$ cat src/rtl/cpu_sequencer_if.sv
// Sequencer <-> program memory / decoder / operation block bus.
// SINGLE_STEP_EN adds the single-step handshake signals.
interface cpu_sequencer_if #(
    parameter int unsigned PC_W = 5,
    parameter int unsigned IR_W = 6
);
    logic            start;
    logic [IR_W-1:0] instr_in;
    logic            carry_in;
    logic [PC_W-1:0] pc_out;
    logic [IR_W-1:0] ir_out;
    logic            exec_en;
    logic            halted;
    logic            busy;
`ifdef SINGLE_STEP_EN
    logic            step_mode;
    logic            step_req;
    logic            step_ack;
`endif

`ifdef SINGLE_STEP_EN
    modport master (
        input  start, instr_in, carry_in, step_mode, step_req,
        output pc_out, ir_out, exec_en, halted, busy, step_ack
    );
    modport slave (
        output start, instr_in, carry_in, step_mode, step_req,
        input  pc_out, ir_out, exec_en, halted, busy, step_ack
    );
`else
    modport master (
        input  start, instr_in, carry_in,
        output pc_out, ir_out, exec_en, halted, busy
    );
    modport slave (
        output start, instr_in, carry_in,
        input  pc_out, ir_out, exec_en, halted, busy
    );
`endif
endinterface

$ cat src/rtl/cpu_sequencer.sv
// Multi-cycle fetch/decode/execute sequencer for the 8-bit accumulator CPU.
// Optional single-step pause/ack mode is enabled with the SINGLE_STEP_EN macro.
module cpu_sequencer #(
    parameter int unsigned     PC_W     = 5,
    parameter int unsigned     IR_W     = 6,
    parameter logic [IR_W-1:0] OP_HLT   = 6'b111111,
    parameter logic [IR_W-1:0] OP_JMP   = 6'b111110,
    parameter logic [IR_W-1:0] OP_JC    = 6'b111101,
    parameter logic [PC_W-1:0] RESET_PC = '0
) (
    input logic                clk,
    input logic                clr,
    cpu_sequencer_if.master    bus
);

    localparam logic [PC_W-1:0] PcOne = 1;

    typedef enum logic [2:0] {
        StIdle,
        StFetch,
        StDecode,
        StExec,
        StJtgt,
        StHalt
`ifdef SINGLE_STEP_EN
        , StPause
`endif
    } state_e;

    state_e          state_q;
    logic [PC_W-1:0] pc_q;
    logic [IR_W-1:0] ir_q;
    logic            exec_en_q;
    logic            halted_q;
    logic            busy_q;
`ifdef SINGLE_STEP_EN
    logic            step_ack_q;
`endif

    always_ff @(posedge clk or posedge clr) begin
        if (clr) begin
            state_q   <= StIdle;
            pc_q      <= RESET_PC;
            ir_q      <= '0;
            exec_en_q <= 1'b0;
            halted_q  <= 1'b0;
            busy_q    <= 1'b0;
`ifdef SINGLE_STEP_EN
            step_ack_q <= 1'b0;
`endif
        end else begin
            exec_en_q <= 1'b0;
`ifdef SINGLE_STEP_EN
            step_ack_q <= 1'b0;
`endif
            unique case (state_q)
                StIdle: begin
                    if (bus.start) begin
                        state_q <= StFetch;
                        busy_q  <= 1'b1;
                    end
                end
                StFetch: begin
                    ir_q    <= bus.instr_in;
                    state_q <= StDecode;
                end
                StDecode: begin
                    if (ir_q == OP_HLT) begin
                        pc_q     <= pc_q + PcOne;
                        state_q  <= StHalt;
                        halted_q <= 1'b1;
                        busy_q   <= 1'b0;
                    end else if (ir_q == OP_JMP || ir_q == OP_JC) begin
                        pc_q    <= pc_q + PcOne;
                        state_q <= StJtgt;
                    end else begin
                        state_q   <= StExec;
                        exec_en_q <= 1'b1;
                    end
                end
                StExec, StJtgt: begin
                    // In JTGT ir_q is JMP or JC, so carry only matters for JC.
                    if (state_q == StJtgt && (ir_q == OP_JMP || bus.carry_in)) begin
                        pc_q <= bus.instr_in[PC_W-1:0];
                    end else begin
                        pc_q <= pc_q + PcOne;
                    end
`ifdef SINGLE_STEP_EN
                    if (bus.step_mode) begin
                        state_q <= StPause;
                        busy_q  <= 1'b0;
                    end else begin
                        state_q <= StFetch;
                    end
`else
                    state_q <= StFetch;
`endif
                end
                StHalt: begin
                    if (bus.start) begin
                        state_q  <= StFetch;
                        halted_q <= 1'b0;
                        busy_q   <= 1'b1;
                    end
                end
`ifdef SINGLE_STEP_EN
                StPause: begin
                    if (!bus.step_mode) begin
                        state_q <= StFetch;
                        busy_q  <= 1'b1;
                    end else if (bus.step_req) begin
                        // Ack coincides with the FETCH cycle of the released instruction.
                        state_q    <= StFetch;
                        busy_q     <= 1'b1;
                        step_ack_q <= 1'b1;
                    end
                end
`endif
                default: begin
                    state_q <= StIdle;
                    busy_q  <= 1'b0;
                end
            endcase
        end
    end

    assign bus.pc_out  = pc_q;
    assign bus.ir_out  = ir_q;
    assign bus.exec_en = exec_en_q;
    assign bus.halted  = halted_q;
    assign bus.busy    = busy_q;
`ifdef SINGLE_STEP_EN
    assign bus.step_ack = step_ack_q;
`endif

endmodule

$ cat src/flat_wrapper.sv
// flat-port wrapper written by rule: the top's interface ports become plain ports
module cpu_sequencer_flat 
#(
    parameter int unsigned     PC_W     = 5,
    parameter int unsigned     IR_W     = 6,
    parameter logic [IR_W-1:0] OP_HLT   = 6'b111111,
    parameter logic [IR_W-1:0] OP_JMP   = 6'b111110,
    parameter logic [IR_W-1:0] OP_JC    = 6'b111101,
    parameter logic [PC_W-1:0] RESET_PC = '0
)
  (clk, clr, bus_start, bus_instr_in, bus_carry_in, bus_pc_out, bus_ir_out, bus_exec_en, bus_halted, bus_busy);
  cpu_sequencer_if #(.PC_W(PC_W), .IR_W(IR_W)) bus_i ();
  input logic clk;
  input logic clr;
  input wire logic [$bits(bus_i.start)-1:0] bus_start;
  input wire logic [$bits(bus_i.instr_in)-1:0] bus_instr_in;
  input wire logic [$bits(bus_i.carry_in)-1:0] bus_carry_in;
  output wire logic [$bits(bus_i.pc_out)-1:0] bus_pc_out;
  output wire logic [$bits(bus_i.ir_out)-1:0] bus_ir_out;
  output wire logic [$bits(bus_i.exec_en)-1:0] bus_exec_en;
  output wire logic [$bits(bus_i.halted)-1:0] bus_halted;
  output wire logic [$bits(bus_i.busy)-1:0] bus_busy;
  assign bus_i.start = bus_start;
  assign bus_i.instr_in = bus_instr_in;
  assign bus_i.carry_in = bus_carry_in;
  assign bus_pc_out = bus_i.pc_out;
  assign bus_ir_out = bus_i.ir_out;
  assign bus_exec_en = bus_i.exec_en;
  assign bus_halted = bus_i.halted;
  assign bus_busy = bus_i.busy;
  cpu_sequencer #(.PC_W(PC_W), .IR_W(IR_W), .OP_HLT(OP_HLT), .OP_JMP(OP_JMP), .OP_JC(OP_JC), .RESET_PC(RESET_PC)) u_core (.clk(clk), .clr(clr), .bus(bus_i));
endmodule
$ cat config.mk
export PLATFORM = sky130hd
export DESIGN_NAME = cpu_sequencer_flat
export DESIGN_NICKNAME = d
export VERILOG_FILES = /design/src/rtl/cpu_sequencer_if.sv /design/src/rtl/cpu_sequencer.sv /design/src/flat_wrapper.sv
export SDC_FILE = /design/constraint.sdc
export NUM_CORES = 1
export LEC_CHECK = 0
export BUFFER_PORTS_ARGS = -buffer_cell sky130_fd_sc_hd__buf_2
export CORE_UTILIZATION = 50
export DETAILED_ROUTE_END_ITERATION = 6
export PLACE_DENSITY = 0.82
export SLEW_MARGIN = 20
export SYNTH_ARGS = -nofsm -noshare
export SYNTH_HDL_FRONTEND = slang
export SYNTH_SLANG_ARGS = --single-unit
$ cat constraint.sdc
create_clock -name clk -period 2.1 [get_ports clk]
set_clock_uncertainty 0.1 [all_clocks]
set_input_delay 0.105 -clock clk [delete_from_list [all_inputs] [get_ports clk]]
set_output_delay 0.105 -clock clk [all_outputs]
set_load 0.02 [all_outputs]
==> impl_metrics.yaml <==
status:
  outcome: "finished, final reports clean"
clock_network:
  numCtsBuffers: 3
  clkSlewWorstSetupHoldPaths_ns: 0.09
  cts_max_level: 1
  clkLatencyLatePin_ns: 0.29
  cts_buffer_depth: 2
  cts_setup_buffers: 0
  clock_sinks: 17
  cts_tree: "done"
  cts_root_buf: "clkbuf_4"
power:
  switchingPower_mw: 0.715
  pwr-share-clk_pct: 10.9
  sw_frac_of_total_pct: 44.4
  p_leak_nw: 0.515
  intPower_mw: 0.894
  seqPwrFrac_pct: 41.0
  powerDensity_mw_per_mm2: 1450
  worst_ir_drop_vdd_mv: 1.01
  total_power_mw: 1.61
  power.share.combinational_pct: 48.1
place:
  io_buffer_count: 23
  dpl_worst_slack_ns: 0.334
  placed_cell_area_sq_mm: 0.00102
  gp_congestion: 0.875
  dpl.cell_count: 116
  dp_hpwl_mm: 1.32
timing:
  finalWorstSetupSlack_ns: 0.329
  tns_ns: 0
  slew_headroom_pct: 57.0
  hold_violations: 0
  worst_slew_pin_slew_ns: 0.644
  rsz0062_at_grt: "no"
  final-max-slew-violation-count: 0
  hold_slack_ns: 0.00129
  fin_crit_sh_pct: 84.3
  post-route-min-period_ns: 1.77
  fmax_mhz: 565
  setup_violations: 0
logic_synthesis:
  synthSimpleGateAreaFrac_pct: 16.3
  synth_top_family_by_area: "compound AO/OA/AOI/OAI gates"
  syn_area_sq_um: 891
  synth_xor_area_share_pct: 0.983
  synthCells: 79
  synth_edf_count: 0
  yosysMostFrequentCell: "dfrtp_1"
  yosys_warnings: 0
  avgSynthCellArea_sq_um: 11.3
  synth_area_leaders: "dfrtp_1 48%, mux2_2 7.6%, mux2i_1 4.5%"
  synthArstFlopShare_pct: 100
  synthAdderAreaFrac_pct: 1.40
  ys.flop_type: "dfrtp_1"
  synth-seq-cells: 17
  yosysSeqAreaShare_pct: 47.8
  synth_top_cells_by_count: "17 x dfrtp_1, 6 x mux2_2, 4 x mux2i_1, 4 x nand2b_1"
  synthMuxAreaShare_pct: 13.8
  synth-compound-area-share_pct: 17.4
  yosysTopAreaCellShare_pct: 47.8
  ys_types: 36
  synth_top_cell_by_area: "dfrtp_1"
  syn-num-nets: 90
route:
  via_per_inst: 5.76
  wire_per_inst_microns: 14.8
  vias: 732
  drt_iter0_markers: 12
  drc: 0
  ant_nets: 0
  wl_mm: 1.88
  first_pass_iters: 4
grt:
  grt_pass1_vias: 694
  antenna_found_initial: 0
  grt-busiest-layer: "met2"
  use_met1_pct: 27.8
  grt_max_degree: 18
  track_usage_pct: 22.3
  globalRouteMet2Util_pct: 38.2
  overflow: 0
  gr-usage-met3_pct: 3.67
  grt_pass1_wl_mm: 3.08
cells_and_area:
  nNetsFinal: 123
  final_cells: 127
  n_antenna_cell: 0
  syn2layout_area_growth_pct: 24.9
  final.fill_count: 115
  fin_area_sq_mm: 0.00111
  final_layout_size_suffix_gt1_share_pct: 35.1
  finish.utilization_pct: 70.6
floorplanning:
  core_area_sq_mm: 0.00158
  die_width_microns: 44.2
  fp-row-count: 14
  start_util_pct: 56.5
  io_pins: 24
  dieArea_sq_mm: 0.00195
  die_height_microns: 44.2
worst_setup_path:
  cp.arrival_ns: 1.86
  path_max_fanout: 9
  cp.required_ns: 2.19
  end_kind: "flip-flop"
  critical_path_class: "reg2reg"
  worst_setup_path_start_kind: "flip-flop"
run:
  drv_cap: 0
worst_hold_path:
  min_path_type: "in2reg"
[placed cells by master (no fill, tap or decap), types with 2 or more instances in the layout]
cell	instances
a31oi_1	2
o22ai_1	2
clkbuf_4	3
nor2_1	3
nand2b_1	4
nor3b_2	2
buf_2	23
o2bb2a_1	2
dfrtp_1	17
nand2_1	3
inv_1	3
a21oi_1	2
nand4_1	3
a21boi_0	2
mux2_2	6
mux2i_1	4
dlygate4sd3_1	7
nand3_1	3
[cells by family (layout without fill, tap and decap cells)]
| logic type | Yosys count | after routing |
|---|---|---|
| buf+inv | 5 | 37 |
| xor+xnor | 1 | 1 |
| flops | 17 | 17 |
| fa+ha+maj | 1 | 1 |
| compound gates | 20 | 20 |
| simple gates | 24 | 24 |
| mux | 11 | 11 |
[power by group through the flow]
stage / clock network, mW / registers (mW) / logic, mW
after global routing: 0.194 / 0.688 / 0.844
after CTS: 0.182 / 0.652 / 0.777
after detailed placement: 0 / 0.658 / 0.763
final: 0.176 / 0.659 / 0.774
after floorplan: 0 / 0.754 / 0.443
after global placement: 0 / 0.644 / 0.748
[repair_timing]
item / in CTS / in global routing
hold endpoints to repair: 23 / 0
resized for setup: 0 / 0
hold buffers: 7 / 0
[layout make-up]
cell class	count	area [sq um]	share of cell area (%)
multi-input combinational	57	444	39.9
sequential	17	425	38.2
timing repair buffer	30	185	16.6
clock buffer	4	26.3	2.36
tap	16	20.0	1.80
inverter	3	11.3	1.01
[sequential cells by signal, summed over array words and instances (netlist names)]
register	flops
u_core.bus.busy	1
u_core.bus.halted	1
u_core.bus.exec_en	1
u_core.bus.pc_out	5
u_core.state_q	3
u_core.bus.ir_out	6
[final timing paths]
kind	slack [ns]	startpoint	endpoint	depth (start not counted)
max	0.33	u_core.bus.ir_out[4]	u_core.bus.pc_out[2]	5
min	0.001	bus_start	u_core.state_q[2]	3
max reg2reg	0.33	u_core.bus.ir_out[4]	u_core.bus.pc_out[2]	5
min reg2reg	0.41	u_core.bus.halted	u_core.bus.halted	2
max in group asynchronous	1.16	clr	u_core.bus.ir_out[4]	3
min in group asynchronous	0.33	clr	u_core.state_q[0]	3
[layer usage]
layer	wire length, microns	vias to the layer above
met5	0	-
li1	-	363
met2	934	19
met1	842	346
met4	45	0
met3	53	4
[worst max-delay path: stages, from the launching register on]
cell     delay [ns]
dfrtp_1        0.43
nand4_1        0.15
nor3b_2        0.07
o21ai_2        0.37
mux2_4         0.34
a22o_1         0.22
Note: power is estimated with default switching activity, not from simulation.
